**src/rtl/axi4_slave_pkg.sv**
```systemverilog
// rtl/axi4_slave_pkg.sv - shared types and beat-address helper for the AXI4 slave read path
package axi4_slave_pkg;

  typedef enum logic [1:0] {
    BURST_FIXED = 2'b00,
    BURST_INCR  = 2'b01,
    BURST_WRAP  = 2'b10,
    BURST_RSVD  = 2'b11
  } burst_t;

  typedef enum logic [1:0] {
    RD_IDLE  = 2'd0,
    RD_BURST = 2'd1,
    RD_DRAIN = 2'd2
  } rd_state_t;

  localparam logic [1:0] RESP_OKAY   = 2'b00;
  localparam logic [1:0] RESP_SLVERR = 2'b10;

  // Computed at 64 bits; callers truncate to their address width, which gives the INCR wrap-around.
  function automatic logic [63:0] next_beat_addr(input logic [63:0] addr, input logic [2:0] size,
                                                 input logic [15:0] len, input burst_t burst);
    logic [63:0] bytes;
    logic [63:0] mask;
    logic [63:0] nxt;
    bytes = 64'd1 << size;
    mask  = ((64'(len) + 64'd1) << size) - 64'd1;
    case (burst)
      BURST_FIXED: nxt = addr;
      BURST_WRAP:  nxt = (addr & ~mask) | ((addr + bytes) & mask);
      default:     nxt = (addr & ~(bytes - 64'd1)) + bytes;
    endcase
    return nxt;
  endfunction

endpackage

```
**src/rtl/axi4_rd_beat_fifo.sv**
```systemverilog
// rtl/axi4_rd_beat_fifo.sv - two-entry R beat buffer {data,resp,last} with registered head
module axi4_rd_beat_fifo #(
  parameter int DATA_WIDTH = 32
) (
  input  logic                  clk,
  input  logic                  rst,
  input  logic                  push,
  input  logic [DATA_WIDTH-1:0] push_data,
  input  logic [1:0]            push_resp,
  input  logic                  push_last,
  input  logic                  pop,
  output logic                  valid,
  output logic [DATA_WIDTH-1:0] data,
  output logic [1:0]            resp,
  output logic                  last,
  output logic [1:0]            count
);

  localparam int W = DATA_WIDTH + 3;

  logic [W-1:0] head;
  logic [W-1:0] tail;
  logic [W-1:0] din;
  logic         do_pop;
  logic         do_push;

  assign din     = {push_data, push_resp, push_last};
  assign do_pop  = pop && (count != 2'd0);
  // Push while full is only taken together with a pop; the credit scheme upstream keeps it that way.
  assign do_push = push && ((count != 2'd2) || do_pop);

  always_ff @(posedge clk or negedge rst) begin
    if (!rst) begin
      head  <= '0;
      tail  <= '0;
      count <= 2'd0;
    end else begin
      if (do_pop) begin
        if (count == 2'd2) head <= tail;
        else if (do_push) head <= din;
        if ((count == 2'd2) && do_push) tail <= din;
      end else if (do_push) begin
        if (count == 2'd0) head <= din;
        else tail <= din;
      end
      count <= count + {1'b0, do_push} - {1'b0, do_pop};
    end
  end

  assign valid = (count != 2'd0);
  assign data  = head[W-1:3];
  assign resp  = head[2:1];
  assign last  = head[0];

endmodule

```
**src/rtl/axi4_slave_read_sequencer.sv**
```systemverilog
// rtl/axi4_slave_read_sequencer.sv - AXI4 slave read burst sequencer over a 1-cycle memory port
// Optional AXI4_RD_SEQ_SLVERR_EN: flags illegal bursts and out-of-range beats with SLVERR.
module axi4_slave_read_sequencer
  import axi4_slave_pkg::*;
#(
  parameter int ADDR_WIDTH = 32,
  parameter int DATA_WIDTH = 32,
  parameter int ID_WIDTH   = 4,
  parameter int LEN_WIDTH  = 8,
  parameter int MEM_BYTES  = 4096
) (
  input  logic                  clk,
  input  logic                  rst,
  input  logic                  arvalid,
  output logic                  arready,
  input  logic [ADDR_WIDTH-1:0] araddr,
  input  logic [ID_WIDTH-1:0]   arid,
  input  logic [LEN_WIDTH-1:0]  arlen,
  input  logic [2:0]            arsize,
  input  logic [1:0]            arburst,
  output logic                  rvalid,
  input  logic                  rready,
  output logic [DATA_WIDTH-1:0] rdata,
  output logic [ID_WIDTH-1:0]   rid,
  output logic [1:0]            rresp,
  output logic                  rlast,
  output logic                  mem_re,
  output logic [ADDR_WIDTH-1:0] mem_addr,
  input  logic [DATA_WIDTH-1:0] mem_rdata,
  output logic                  busy
);

  rd_state_t             state;
  logic [ADDR_WIDTH-1:0] cur_addr;
  logic [ID_WIDTH-1:0]   cap_id;
  logic [LEN_WIDTH-1:0]  cap_len;
  logic [LEN_WIDTH-1:0]  issue_cnt;
  logic [2:0]            cap_size;
  burst_t                cap_burst;
  logic                  inflight;
  logic                  inflight_err;
  logic                  inflight_last;
  logic [1:0]            fifo_count;
  logic                  capture;
  logic                  pop;
  logic                  issue;
  logic                  beat_err;
  logic [DATA_WIDTH-1:0] push_data;
  logic [1:0]            push_resp;

  assign capture = arvalid && arready;
  assign pop     = rvalid && rready;
  // credit = 2 - (fifo_count + inflight) + pop, issue while credit > 0
  assign issue   = (state == RD_BURST) &&
                   (({1'b0, fifo_count} + {2'b0, inflight}) < (3'd2 + {2'b0, pop}));

`ifdef AXI4_RD_SEQ_SLVERR_EN
  localparam logic [2:0]          MAX_SIZE  = 3'($clog2(DATA_WIDTH / 8));
  localparam logic [ADDR_WIDTH:0] MEM_LIMIT = (ADDR_WIDTH + 1)'(MEM_BYTES);

  logic ar_err;
  logic burst_err;

  assign ar_err = (arburst == BURST_RSVD) ||
                  ((arburst == BURST_WRAP) &&
                   !((arlen == LEN_WIDTH'(1)) || (arlen == LEN_WIDTH'(3)) ||
                     (arlen == LEN_WIDTH'(7)) || (arlen == LEN_WIDTH'(15)))) ||
                  (arsize > MAX_SIZE);

  always_ff @(posedge clk or negedge rst) begin
    if (!rst) burst_err <= 1'b0;
    else if (capture) burst_err <= ar_err;
  end

  assign beat_err = burst_err || ({1'b0, cur_addr} >= MEM_LIMIT);
`else
  assign beat_err = 1'b0;
`endif

  always_ff @(posedge clk or negedge rst) begin
    if (!rst) begin
      state         <= RD_IDLE;
      arready       <= 1'b0;
      cur_addr      <= '0;
      cap_id        <= '0;
      cap_len       <= '0;
      cap_size      <= 3'd0;
      cap_burst     <= BURST_FIXED;
      issue_cnt     <= '0;
      inflight      <= 1'b0;
      inflight_err  <= 1'b0;
      inflight_last <= 1'b0;
    end else begin
      inflight      <= issue;
      inflight_err  <= beat_err;
      inflight_last <= (issue_cnt == cap_len);
      case (state)
        RD_IDLE: begin
          arready <= 1'b1;
          if (capture) begin
            cur_addr  <= araddr;
            cap_id    <= arid;
            cap_len   <= arlen;
            cap_size  <= arsize;
            cap_burst <= burst_t'(arburst);
            issue_cnt <= '0;
            arready   <= 1'b0;
            state     <= RD_BURST;
          end
        end
        RD_BURST: begin
          if (issue) begin
            cur_addr  <= ADDR_WIDTH'(next_beat_addr(64'(cur_addr), cap_size, 16'(cap_len), cap_burst));
            issue_cnt <= issue_cnt + LEN_WIDTH'(1);
            if (issue_cnt == cap_len) state <= RD_DRAIN;
          end
        end
        RD_DRAIN: begin
          if (pop && rlast) begin
            state   <= RD_IDLE;
            arready <= 1'b1;
          end
        end
        default: state <= RD_IDLE;
      endcase
    end
  end

  // Erroneous beats still occupy a slot so beat count and timing match a normal burst.
  assign push_data = inflight_err ? '0 : mem_rdata;
  assign push_resp = inflight_err ? RESP_SLVERR : RESP_OKAY;

  axi4_rd_beat_fifo #(
    .DATA_WIDTH(DATA_WIDTH)
  ) u_fifo (
    .clk      (clk),
    .rst      (rst),
    .push     (inflight),
    .push_data(push_data),
    .push_resp(push_resp),
    .push_last(inflight_last),
    .pop      (pop),
    .valid    (rvalid),
    .data     (rdata),
    .resp     (rresp),
    .last     (rlast),
    .count    (fifo_count)
  );

  assign mem_re   = issue && !beat_err;
  assign mem_addr = cur_addr;
  assign rid      = cap_id;
  assign busy     = (state != RD_IDLE);

endmodule

```
**config.mk**
```make
export PLATFORM = sky130hd
export DESIGN_NAME = axi4_slave_read_sequencer
export DESIGN_NICKNAME = d
export VERILOG_FILES = /design/src/rtl/axi4_slave_pkg.sv /design/src/rtl/axi4_rd_beat_fifo.sv /design/src/rtl/axi4_slave_read_sequencer.sv
export SDC_FILE = /design/constraint.sdc
export NUM_CORES = 1
export LEC_CHECK = 0
export BUFFER_PORTS_ARGS = -buffer_cell sky130_fd_sc_hd__buf_2
export CAP_MARGIN = 20
export CELL_PAD_IN_SITES_DETAIL_PLACEMENT = 1
export CELL_PAD_IN_SITES_GLOBAL_PLACEMENT = 2
export CORE_MARGIN = 4
export CORE_UTILIZATION = 37
export CTS_CLUSTER_SIZE = 16
export DETAILED_ROUTE_END_ITERATION = 8
export GPL_ROUTABILITY_DRIVEN = 0
export PLACE_DENSITY = 0.95
export REMOVE_ABC_BUFFERS = 1
export SLEW_MARGIN = 20
export SYNTH_ARGS = -nofsm -noshare
export SYNTH_HDL_FRONTEND = slang
export SYNTH_SLANG_ARGS = --single-unit
```
**constraint.sdc**
```tcl
create_clock -name clk -period 7.6 [get_ports clk]
set_input_delay 0.38 -clock clk [delete_from_list [all_inputs] [get_ports clk]]
set_output_delay 0.38 -clock clk [all_outputs]
set_load 0.03 [all_outputs]
```
* Word level (Yosys, flattened, before mapping)
Cells that the tools add are included.
Storage, ports and cells: flip-flop bits (word level) 134, latch bits 0, bits in writable memories 0, bits in read-only memories 0, input bits 85, output and inout bits 75, logic and storage cells 94, memories 0
Cells by class: add/subtract/negate cells 10, multiply operators 0, div/mod/pow operators 0, magnitude comparators 1, equality and inequality tests 13, shifts and indexed selects 2, muxes and demuxes 24, bitwise operators 6, reduce and logical (&&, ||, !) cells 25
Operators by type and width (count):
- 2-to-1 mux 35 bit | 9
- case mux 32 bit (2 select lines) | 2
- bitwise AND 32 bit | 3
- adder 32 bit | 2
- 2-to-1 mux 32 bit | 2
- inverter 32 bit | 2
- subtractor 32 x 1 -> 32 bit (second input constant) | 2
- OR 32 bit | 1
- << shifter 1 x 3 -> 32 bit (first input constant) | 1
- << shifter 9 x 3 -> 32 bit | 1
- 2-to-1 mux 8 bit | 2
- case mux 8 bit (2 select lines) | 1
- nonzero test 2 bit | 7
- != test 2 bit (second input constant) | 6
- adder 8 x 1 -> 9 bit (second input constant) | 1
- AND reduction 3 bit | 3
- adder 8 x 1 -> 8 bit (second input constant) | 1
- equality test 8 bit | 1
- 2-to-1 mux 2 bit | 4
- AND reduction 4 bit | 2
- logical AND 1 bit | 7
- equality test 2 bit (second input constant) | 3
- zero test 2 bit | 3
- case mux 2 bit (3 select lines) | 1
- other kinds (11) | 14

* Longest topological paths before layout
Gate-level depths: netlist of the first run.
depth after elaboration 9, depth in mapped cells 17, mapped depth without buffers 15

* Cells and area by module
From an unflattened synthesis of the first run, not the netlist that was laid out.
Second synthesis, totals: cell total of the unflattened synthesis 1032, area, all modules 9945.8 um2
By module, submodules not included:
- axi4_slave_read_sequencer | times used 1, cells an instance 828, area an instance 6472.5 um2, sequential area each 1551.5 um2
- axi4_rd_beat_fifo | times used 1, cells an instance 204, area an instance 3473.3 um2, sequential area each 1801.7 um2

* Least setup slack after synthesis of the first run
Ideal clock, no wire load.
path kind reg2reg, start point register cap_size[2], end point register with a tool-made name, setup time 0.076 ns, arrival time 3.353 ns, data required time 7.524 ns, setup slack 4.171 ns, stages on the path, launching flop included 17, buffers on the path 4, period minus slack after synthesis 3.429 ns, cell sequence dfrtp_1 > buf_2 > inv_2 > clkbuf_1 > nand2_1 > ha_1 > clkbuf_1 > or3b_1 > o21ai_0 > a21boi_1 > o31ai_2 > nand2_1 > buf_2 > nor4_2 > xnor2_1 > o211a_1 > o21ai_1
RTL lines:
- start, declared | RTL line axi4_slave_read_sequencer.sv:38 | logic [2:0] cap_size;
- start signal, assigned | RTL line axi4_slave_read_sequencer.sv:104 | cap_size <= arsize;

==> metrics.txt, run 1 <==
drt first pass iters=7; first-pass GRT wire length=51.33 mm; Main synth FF type=dfrtp_1; final WL=32.39 mm; post_cts resized=0; IO Pins=160; post-route clock period utilization=63.77%; Synth async-reset ratio=100.0%; fin cells=1601; CTS max path bufs=2; vias in the first global route=9501; Final HPWL DP=23.28 mm; Final min period=4.847 ns; clk_skew=0.01106 ns; row cnt=59; worst hold path class=input pin to asynchronous set/reset pin; syn avg cell area=8.547 sq um; Post-CTS Hold Fix Bufs=0; Fin Setup TNS=0 ns; Layout Nets=1361; Yosys Warn Count=0; CTS tree=built; CP Capture Type=register; Via density=5.806; crit path max fanout=22; critical path class=register to register; status=complete, no violations; largest net degree at the start of global routing=78; Post-CTS Setup Bufs=0; Slew Viols, Final=0; Seq/Total Area, Yosys=33.47%; most common cell after layout, fill and taps aside=buf_2; die height=170.1 um; Root Driver=clkbuf_16; Final Setup Violations=0; Netlist cell types=97; Die ar.=0.02892 sq mm; CTS clk-pin slew, worst paths=0.07 ns; vias=9296; crit path launch type=register; Max-Cap Viols=0; VDD IR-drop max=247.6 uV; IO Port Bufs=157; Yosys reg bits=130; htree depth=4; initial core utilization=37.40%; DIE WIDTH=170.1 um; PD cells=526.2 mW/mm^2; Max Clk Rate=0.2063 GHz; Hold Vio Cnt, Final=0; core box area=0.02598 sq mm; Clock Latency Late Sink=0.43 ns; total CTS buffers=17; Routed Antenna Nets=0; Antenna Cells=0; Worst slew margin=24.99%; Critical Path RT=7.91 ns; Leakage=4.947 nW; fill count=3151; RSZ-0062 raised after global routing=false; wire per inst=20.23 um; fin util=43.36%; layout cells sized above 1=22.20%; Worst-Margin Slew=1.121 ns; Area Growth Syn to Fin=15.95%; Post-Syn Instances=1137; most frequent cells in the layout=156 x buf_2, 132 x nor2_1, 130 x nand2_1, 130 x dfrtp_1, 81 x a21oi_1; grt ovf=0; initial antenna violation count=0; # DRC=0; Tot GR Track Use=21.98%; Post-Place Cells=1569; Starting DRT DRC Count=593; Post-Syn Area=0.009718 sq mm; clock sink count=130; EDFF count, synth=0; CP Data Arrival Time=5.16 ns
==> final cells by class <==
class	count	area, sq um	area share [%]
clock buffer	17	425.4	3.775
clock inverter	15	161.4	1.432
timing repair buffer	170	889.6	7.895
sequential	130	3253	28.87
tap	335	419.2	3.720
inverter	33	123.9	1.099
multi-input combinational	901	5996	53.21
==> synthesized netlist by cell type (4+ instances only) <==
library cell,instances,area (sq um)
o21ai_0,60,300.3
o21a_1,5,37.54
or3_1,8,50.05
a311oi_1,4,35.03
a21o_1,8,60.06
mux2_2,34,382.9
inv_1,31,116.4
a21oi_1,81,405.4
and2_1,6,37.54
nand3_1,26,130.1
o211a_1,4,40.04
o22ai_1,5,31.28
buf_1,5,18.77
nor4_1,4,25.02
o31ai_2,4,50.05
nand2b_1,11,68.82
a31oi_1,22,137.6
nor3_1,22,110.1
a21boi_0,4,30.03
dfrtp_1,130,3253
xor2_1,19,166.4
o41ai_1,6,52.55
nor2b_1,9,56.30
o31ai_1,17,127.6
buf_4,7,52.55
nand2_1,130,488.0
mux2i_1,37,370.4
a221oi_1,8,70.07
o221ai_1,4,35.03
a211o_1,8,70.07
a211oi_1,10,75.07
nor4_2,4,50.05
o211ai_1,10,75.07
buf_2,11,55.05
nor2_1,134,503.0
buf_6,9,101.4
ha_1,22,275.3
nand4_1,17,106.4
clkbuf_1,42,157.7
nand3_4,4,70.07
and3_1,18,112.6
o21ai_1,8,40.04
xnor2_1,45,394.1
==> logic make-up (layout without fill, tap and decap cells) <==
group,count (synthesis),count (layout),synth area share (%)
xor+xnor,64,64,5.768
mux,72,72,7.867
fa+ha+maj,23,23,3.038
simple gates,420,420,21.46
flops,130,130,33.47
compound gates,320,320,23.11
other cells,1,2,0.03859
buf+inv,107,235,5.240
==> per-stage QoR <==
step	hold slack (ns)	setup WS [ns]	area (sq um)	total power, mW
final	0.003293	2.753	11270	5.930
after global routing	0.05217	2.417	11270	6.363
after CTS	0.04140	2.878	11260	5.946
after detailed placement	0.4757	2.986	10670	5.074
after global placement	0.4551	3.198	10670	4.946
after floorplan	0.08441	3.232	9336	3.959
==> report_power, final <==
| part | switching [mW] | internal, mW | leakage [nW] |
|---|---|---|---|
| Sequential | 0.408 | 1.02 | 1.56 |
| Clock | 0.389 | 0.439 | 0.281 |
| Combinational | 2.40 | 1.27 | 3.10 |
==> per-layer routing <==
metal,GRT usage (%),share of wire [%],vias up
li1,-,-,4371
met1,29.00,45,4625
met2,36.97,48,245
met3,3.229,4.4,55
met4,7.500,2.5,0
met5,0,0,-
==> final timing paths <==
| path | slack [ns] | cells past startpoint | end | startpoint |
|---|---|---|---|---|
| worst max-delay path | 2.75 | 14 | register | cap_size[0] |
| min in group clk | 0.14 | 3 | cap_len[6] | arlen[6] |
| max in group asynchronous | 6.37 | 2 | u_fifo.head[28] | rst |
| worst max register to register | 2.75 | 14 | register | cap_size[0] |
| worst min register to register | 0.48 | 2 | rid[1] | rid[1] |
| worst min-delay path | 0.003 | 1 | asynchronous set/reset pin | rst |
==> critical path, cell delays in order, from the launching register on <==
cell and delay (ns):
dfrtp_1 0.74, buf_4 0.35, inv_2 0.16, nor2_1 0.26, nand2_1 0.18, ha_1 0.43
nor4b_1 0.42, and3_1 0.23, nor3b_1 0.08, o31ai_2 0.40, nand2_1 0.36, or2_0 0.32
a221oi_1 0.43, a21oi_1 0.15, o21a_1 0.20
(Power assumes the default switching activity.)
==> run 2: changes to the inputs <==
--- a/config.mk
+++ b/config.mk
@@ -10,11 +10,11 @@
 export CELL_PAD_IN_SITES_DETAIL_PLACEMENT = 1
 export CELL_PAD_IN_SITES_GLOBAL_PLACEMENT = 2
 export CORE_MARGIN = 4
-export CORE_UTILIZATION = 37
+export CORE_UTILIZATION = 35
 export CTS_CLUSTER_SIZE = 16
 export DETAILED_ROUTE_END_ITERATION = 8
 export GPL_ROUTABILITY_DRIVEN = 0
-export PLACE_DENSITY = 0.95
+export PLACE_DENSITY = 0.92
 export REMOVE_ABC_BUFFERS = 1
 export SLEW_MARGIN = 20
 export SYNTH_ARGS = -nofsm -noshare
==> constraint.sdc (replaced) <==
create_clock -name clk -period 4.47 [get_ports clk]
set_input_delay 0.2235 -clock clk [delete_from_list [all_inputs] [get_ports clk]]
set_output_delay 0.2235 -clock clk [all_outputs]
set_load 0.03 [all_outputs]
==> run 2 against run 1 <==
Via count increased by 1.1%; critical path depth unchanged; register-to-register slack got worse by 2.2 ns; routed wire length increased by 1.6%; final area increased by 2.1%.
==> metrics.txt, run 2 (synthesis gave the netlist of run 1 again) <==
CP Data Arrival Time=4.24 ns (-0.92 ns); CTS tree=built; clk_skew=0.01303 ns (+0.001976 ns); GR Layer Usage met3=3.159% (-0.070 points); grt ovf=0 (unchanged); R2R Setup Slk=0.57 ns (-2.18 ns); min-delay src=arid[0]; Layout Nets=1384 (+1.7%); Crit-path slowest cell=dfrtp_1; crit path max fanout=12 (-45%); Hold Vio Cnt, Final=0 (unchanged); Worst slew margin=34.41% (+9.4 points); Worst-Margin Slew=0.9838 ns (-0.1372 ns); initial antenna violation count=0 (unchanged); RSZ-0062 raised after global routing=false; layout cells sized above 1=22.89% (+0.69 points); VDD IR-drop max=338.8 uV (+37%); vias in the first global route=9754 (+2.7%); met1 Usage GRT=28.51% (-0.50 points); vias=9395 (+1.1%); Total Power=10.19 mW (+72%); CP Capture Type=register; largest net degree at the start of global routing=103 (+32%); htree depth=4 (unchanged); crit path from=cap_len[1]; Final min period=3.899 ns (-0.9477 ns); most common cell after layout, fill and taps aside=buf_2; Starting DRT DRC Count=658 (+11%); core box area=0.02710 sq mm (+4.3%); most frequent cells in the layout=156 x buf_2, 133 x nor2_1, 130 x nand2_1, 130 x dfrtp_1, 81 x a21oi_1; initial core utilization=35.86% (-1.5 points); Fin Setup TNS=0 ns (unchanged); row cnt=60 (+1.7%); Leakage=5.051 nW (+2.1%); Antenna Cells=0 (unchanged); layer with the highest usage=met2; wire per inst=19.82 um (-2.1%); first-pass GRT wire length=53.02 mm (+3.3%); drt first pass iters=5 (-2); CP cell instances=ha_1 > nand3_4 > xnor2_1 > a211o_2 > nor4_4 > nand3_2 > a211oi_2 > buf_4 > and3_1 > nor2b_1 > ha_1 > nor3_1 > o221ai_1 > o21ai_0; critical path class=register to register; status=complete, no violations; Min Hold Slack=0.005363 ns (+0.002070 ns); Critical R2R Launch=cap_len[1]; Via density=5.656 (-2.6%); Critical Path RT=4.81 ns (-3.10 ns); IO Port Bufs=157 (unchanged); Max-Cap Viols=0 (unchanged); post_cts resized=0 (unchanged); worst hold path class=input pin to register; Routed Antenna Nets=0 (unchanged); CTS clk-pin slew, worst paths=0.07 ns (about the same); Worst Path Buf+Inv=1 (-1); design area=0.01151 sq mm (+2.1%); Final Setup Violations=0 (unchanged); crit path launch type=register; Max Clk Rate=0.2565 GHz (+24%); CP top delay family=simple AND/OR/NAND/NOR gates; Tot GR Track Use=21.22% (-0.76 points); Largest stage delay, worst path=0.56 ns (-0.18 ns); Root Driver=clkbuf_16; Clock Latency Late Sink=0.43 ns (about the same); Die ar.=0.03050 sq mm (+5.4%); CTS max path bufs=2 (unchanged); PD cells=885.4 mW/mm^2 (+68%); total CTS buffers=17 (unchanged); R2R cell count=14 (unchanged); Final HPWL DP=24.11 mm (+3.6%); dpl cell area=0.01083 sq mm (+1.5%); die height=174.6 um (+2.7%); met2 Track Usage GR=36.03% (-0.94 points); clock sink count=130 (unchanged); post-route clock period utilization=87.22% (+23 points); Crit path top cell by count=ha_1; DIE WIDTH=174.6 um (+2.7%); Critical Path Stages=14 (unchanged); final WL=32.92 mm (+1.6%); Slew Viols, Final=0 (unchanged); Area Growth Syn to Fin=18.42%; # DRC=0 (unchanged); IO Pins=160 (unchanged)
-- run 2: worst min path at each step --
stage                                       endpoint  slack (ns)  depth (start not counted)
after floorplan           asynchronous set/reset pin       -0.07                          0
after global placement                        rid[0]        0.42                          3
after detailed placement                      rid[1]        0.42                          3
after CTS                                     rid[0]       0.003                          3
after global routing                          rid[0]       0.003                          3
final                                         rid[0]       0.005                          3
-- run 2: stage by stage --
stage / util [%] / setup slack [ns] / instances
finish: 42.47 / 0.5711 / 1661
global placement: 39.96 / 0.7592 / 1621
global route: 42.47 / 0.1973 / 1661
CTS: 42.46 / 0.5450 / 1661
floorplan: - / 0.1020 / 1064
detailed placement: 39.96 / 0.5655 / 1621
-- run 2: where the power goes --
part	leakage (nW)	switching, mW	internal, mW
sequential	1.56	0.666	1.74
clock	0.279	0.668	0.748
combinational	3.21	4.13	2.24
-- run 2: area by class of cell --
cell class	count	area, sq um
clock buffer	17	425.4
sequential	130	3253
multi-input combinational	901	5988
timing repair buffer	193	1082
inverter	33	123.9
tap	372	465.4
fill	3216	15590
clock inverter	15	170.2
-- run 2: worst reg2reg max path: stages, from the launching register on --
cell and delay (ns):
dfrtp_1 0.56, ha_1 0.44, nand3_4 0.17, xnor2_1 0.21, a211o_2 0.40, nor4_4 0.29
nand3_2 0.19, a211oi_2 0.25, buf_4 0.22, and3_1 0.21, nor2b_1 0.16, ha_1 0.26
nor3_1 0.20, o221ai_1 0.15, o21ai_0 0.10
-- run 2: timing repair --
item	4_1_cts	5_1_grt
hold buffers	8	0
setup buffers	0	0
hold endpoints to repair	107	0
-- run 2: routing by layer --
layer  vias to the layer above  part of all wire [%]  wire length [um]
met1                      4692                    46             15060
met2                       254                    48             15850
met5                         -                     0                 0
li1                       4407                     -                 -
met4                         0                   1.8               593
met3                        42                   4.3              1421
==> run 3: changes to the inputs <==
--- a/config.mk
+++ b/config.mk
@@ -5,16 +5,17 @@
 export SDC_FILE = /design/constraint.sdc
 export NUM_CORES = 1
 export LEC_CHECK = 0
+export ABC_AREA = 1
 export BUFFER_PORTS_ARGS = -buffer_cell sky130_fd_sc_hd__buf_2
 export CAP_MARGIN = 20
 export CELL_PAD_IN_SITES_DETAIL_PLACEMENT = 1
 export CELL_PAD_IN_SITES_GLOBAL_PLACEMENT = 2
 export CORE_MARGIN = 4
-export CORE_UTILIZATION = 35
+export CORE_UTILIZATION = 32
 export CTS_CLUSTER_SIZE = 16
 export DETAILED_ROUTE_END_ITERATION = 8
 export GPL_ROUTABILITY_DRIVEN = 0
-export PLACE_DENSITY = 0.92
+export PLACE_DENSITY = 0.91
 export REMOVE_ABC_BUFFERS = 1
 export SLEW_MARGIN = 20
 export SYNTH_ARGS = -nofsm -noshare
==> run 3 against run 2 <==
Core utilization down 3.9 points; synthesized area down 1.1%; worst setup slack worse by 0.088 ns; non-clock buffer count down 11; clock power about the same; routed wire length up 1.7%; total power down 6.4%; combinational power down 9.6%; sequential power down 2%; critical path depth up 6; synthesized cell count up 20%; flip-flop and latch count unchanged; critical path type unchanged.
==> metrics.txt, run 3 <==
status=complete, no violations; fill count=3853 (+20%); Tot GR Track Use=20.40% (-0.82 points); adder-cell share of the synthesized area=3.072% (+0.033 points); total CTS buffers=17 (unchanged); Post-Syn Instances=1369 (+20%); syn avg cell area=7.022 sq um (-18%); # DRC=0 (unchanged); clock sink count=130 (unchanged); count leader, synth=nand2_1; row cnt=63 (+5.0%); Via density=5.114 (-9.6%); Yosys Warn Count=0 (unchanged); wire per inst=17.39 um (-12%); Clock Latency Late Sink=0.43 ns (about the same); Die ar.=0.03288 sq mm (+7.8%); crit path from=cap_size[2]; first-pass GRT wire length=54.98 mm (+3.7%); Hold Vio Cnt, Final=0 (unchanged); critical path class=register to register; Final HPWL DP=24.84 mm (+3.0%); crit path max fanout=18 (+6); initial core utilization=32.43% (-3.4 points); top post-synthesis cells by count=384 x nand2_1, 152 x nand3_1, 145 x nor2_1, 130 x dfrtp_1, 122 x inv_1; Routed Antenna Nets=0 (unchanged); worst hold path class=input pin to register; RSZ-0062 raised after global routing=false; PD cells=834.4 mW/mm^2 (-5.8%); most common cell after layout, fill and taps aside=nand2_1; Compound-Gate Fraction of Synth Area=10.23% (-13 points); Synth async-reset ratio=100.0% (unchanged); drt first pass iters=5 (unchanged); Layout Nets=1629 (+18%); Final Setup Violations=0 (unchanged); crit path launch type=register; design area=0.01143 sq mm (-0.65%); Max Clk Rate=0.2509 GHz (-2.2%); Main synth FF type=dfrtp_1; vias in the first global route=10360 (+6.2%); DIE WIDTH=181.3 um (+3.8%); CP Capture Type=register; htree depth=4 (unchanged); R2R cell count=20 (+6); final WL=33.48 mm (+1.7%); XOR/XNOR share of the synthesized area=3.644% (-2.1 points); post-route clock period utilization=89.18% (+2.0 points); grt ovf=0 (unchanged); most frequent cells in the layout=384 x nand2_1, 156 x buf_2, 152 x nand3_1, 144 x nor2_1, 130 x dfrtp_1; largest family of logic cells by synthesized area=simple AND/OR/NAND/NOR gates; Fin Setup TNS=0 ns (unchanged); post-synthesis mux area share=3.749% (-4.1 points); Seq/Total Area, Yosys=33.84% (+0.37 points); Starting DRT DRC Count=577 (-12%); largest area contributor in the netlist=dfrtp_1; Worst-Margin Slew=0.8718 ns (-0.1120 ns); Critical Path RT=4.81 ns (about the same); CTS max path bufs=2 (unchanged); initial antenna violation count=1 (+1); Total Power=9.540 mW (-6.4%); Netlist cell types=53 (-45%); top cell type's share of synthesized area=33.84% (+0.37 points); Min Hold Slack=0.01590 ns (+0.01054 ns); CTS clk-pin slew, worst paths=0.08 ns (about the same); Yosys reg bits=130 (unchanged); die height=181.3 um (+3.8%); layout cells sized above 1=20.99% (-1.9 points); CTS tree=built; EDFF count, synth=0 (unchanged); Slew Viols, Final=0 (unchanged); IO Port Bufs=157 (unchanged); core box area=0.02964 sq mm (+9.4%); Area Growth Syn to Fin=18.94%; Post-Syn Area=0.009613 sq mm (-1.1%); clk_skew=0.01598 ns (+0.002949 ns); dpl cell area=0.01078 sq mm (-0.44%); post-synthesis simple-gate area fraction=37.54% (+16 points); min-delay src=arlen[6]; Final min period=3.986 ns (+0.08751 ns); Leakage=5.565 nW (+10%); Max-Cap Viols=0 (unchanged); Critical R2R Launch=cap_size[2]; CP Data Arrival Time=4.33 ns (+0.09 ns); Root Driver=clkbuf_16; vias=9844 (+4.8%); IO Pins=160 (unchanged); hold depth=3 (unchanged); largest net degree at the start of global routing=77 (-25%); Worst slew margin=41.81% (+7.4 points); Synth area leaders=dfrtp_1 34%, nand2_1 15%, nand3_1 7.9%, nor2_1 5.7%, inv_1 4.8%; VDD IR-drop max=285.1 uV (-16%)
-- run 3: cell types whose count changed after synthesis, moves of 11 or more --
cell      change
nand2_1     +254
xor2_1       +13
and3_1       -16
xnor2_1      -37
o31ai_1      -16
nor2_1       +11
inv_1        +91
a21oi_1      -52
mux2i_1      -37
a31oi_1      +12
nand3_1     +126
nand2_2      +24
nand2b_1     -11
-- run 3: path summary, 6_finish.rpt --
check / endpoint / slack [ns]
hold reg to reg: rid[0] / 0.47
min in group asynchronous: asynchronous set/reset pin / 0.43
setup reg to reg: register / 0.48
max in group asynchronous: u_fifo.tail[0] / 3.08
setup / recovery: register / 0.48
hold / removal: cap_len[6] / 0.02
-- run 3: what timing repair did --
item,CTS,global route
gates resized for setup,0,0
endpoints found under the hold margin,81,0
buffers inserted,0,0
hold buffers,8,0
-- run 3: stage by stage --
| stage | util [%] | setup slack (ns) | std cells |
|---|---|---|---|
| floorplan | - | 0.8963 | 1320 |
| global placement | 36.38 | 0.7669 | 1884 |
| detailed placement | 36.38 | 0.5794 | 1884 |
| CTS | 38.57 | 0.5289 | 1924 |
| global route | 38.58 | 0.1060 | 1925 |
| finish | 38.58 | 0.4836 | 1925 |
-- run 3: power breakdown --
group / internal [mW] / switching (mW) / leakage [nW]
combinational: 1.79 / 3.98 / 3.72
clock: 0.791 / 0.617 / 0.275
sequential: 1.76 / 0.610 / 1.57
total: 4.34 / 5.20 / 5.56
-- run 3: cell type report --
cell class | count | area (sq um) | area share (%)
clock buffer | 19 | 442.9 | 3.874
inverter | 133 | 504.2 | 4.410
antenna | 1 | 2.502 | 0.02189
clock inverter | 13 | 125.1 | 1.094
tap | 390 | 488.0 | 4.268
multi-input combinational | 1057 | 5618 | 49.14
sequential | 130 | 3253 | 28.45
timing repair buffer | 182 | 999.7 | 8.744
-- run 3: cells by family after synthesis --
group / count (synthesis)
xor+xnor: 40
fa+ha+maj: 23
compound gates: 165
buf+inv: 183
mux: 32
simple gates: 795
flops: 130
other cells: 1
-- run 3: critical path, stage by stage, from the launching register on --
cell and delay [ns]:
dfrtp_1 0.65, inv_4 0.33, nand2_2 0.11, inv_2 0.10, ha_1 0.24, inv_1 0.07, fa_1 0.36, inv_1 0.10
nand3_1 0.07, nand2_1 0.14, inv_1 0.06, o21ai_1 0.37, nand2_1 0.28, nor2_2 0.33, nand3_1 0.15, a21oi_1 0.15
o21a_1 0.13, nand2_1 0.05, nand3_1 0.08, nand2_1 0.06, o21ai_1 0.07
-- run 3: layer usage --
layer  GRT usage [%]  share of wire, %  wire, um
met4           4.713               1.6       530
met3           2.718               3.6      1194
met2           35.15                49     16310
met1           27.29                46     15450
met5               0                 0         0
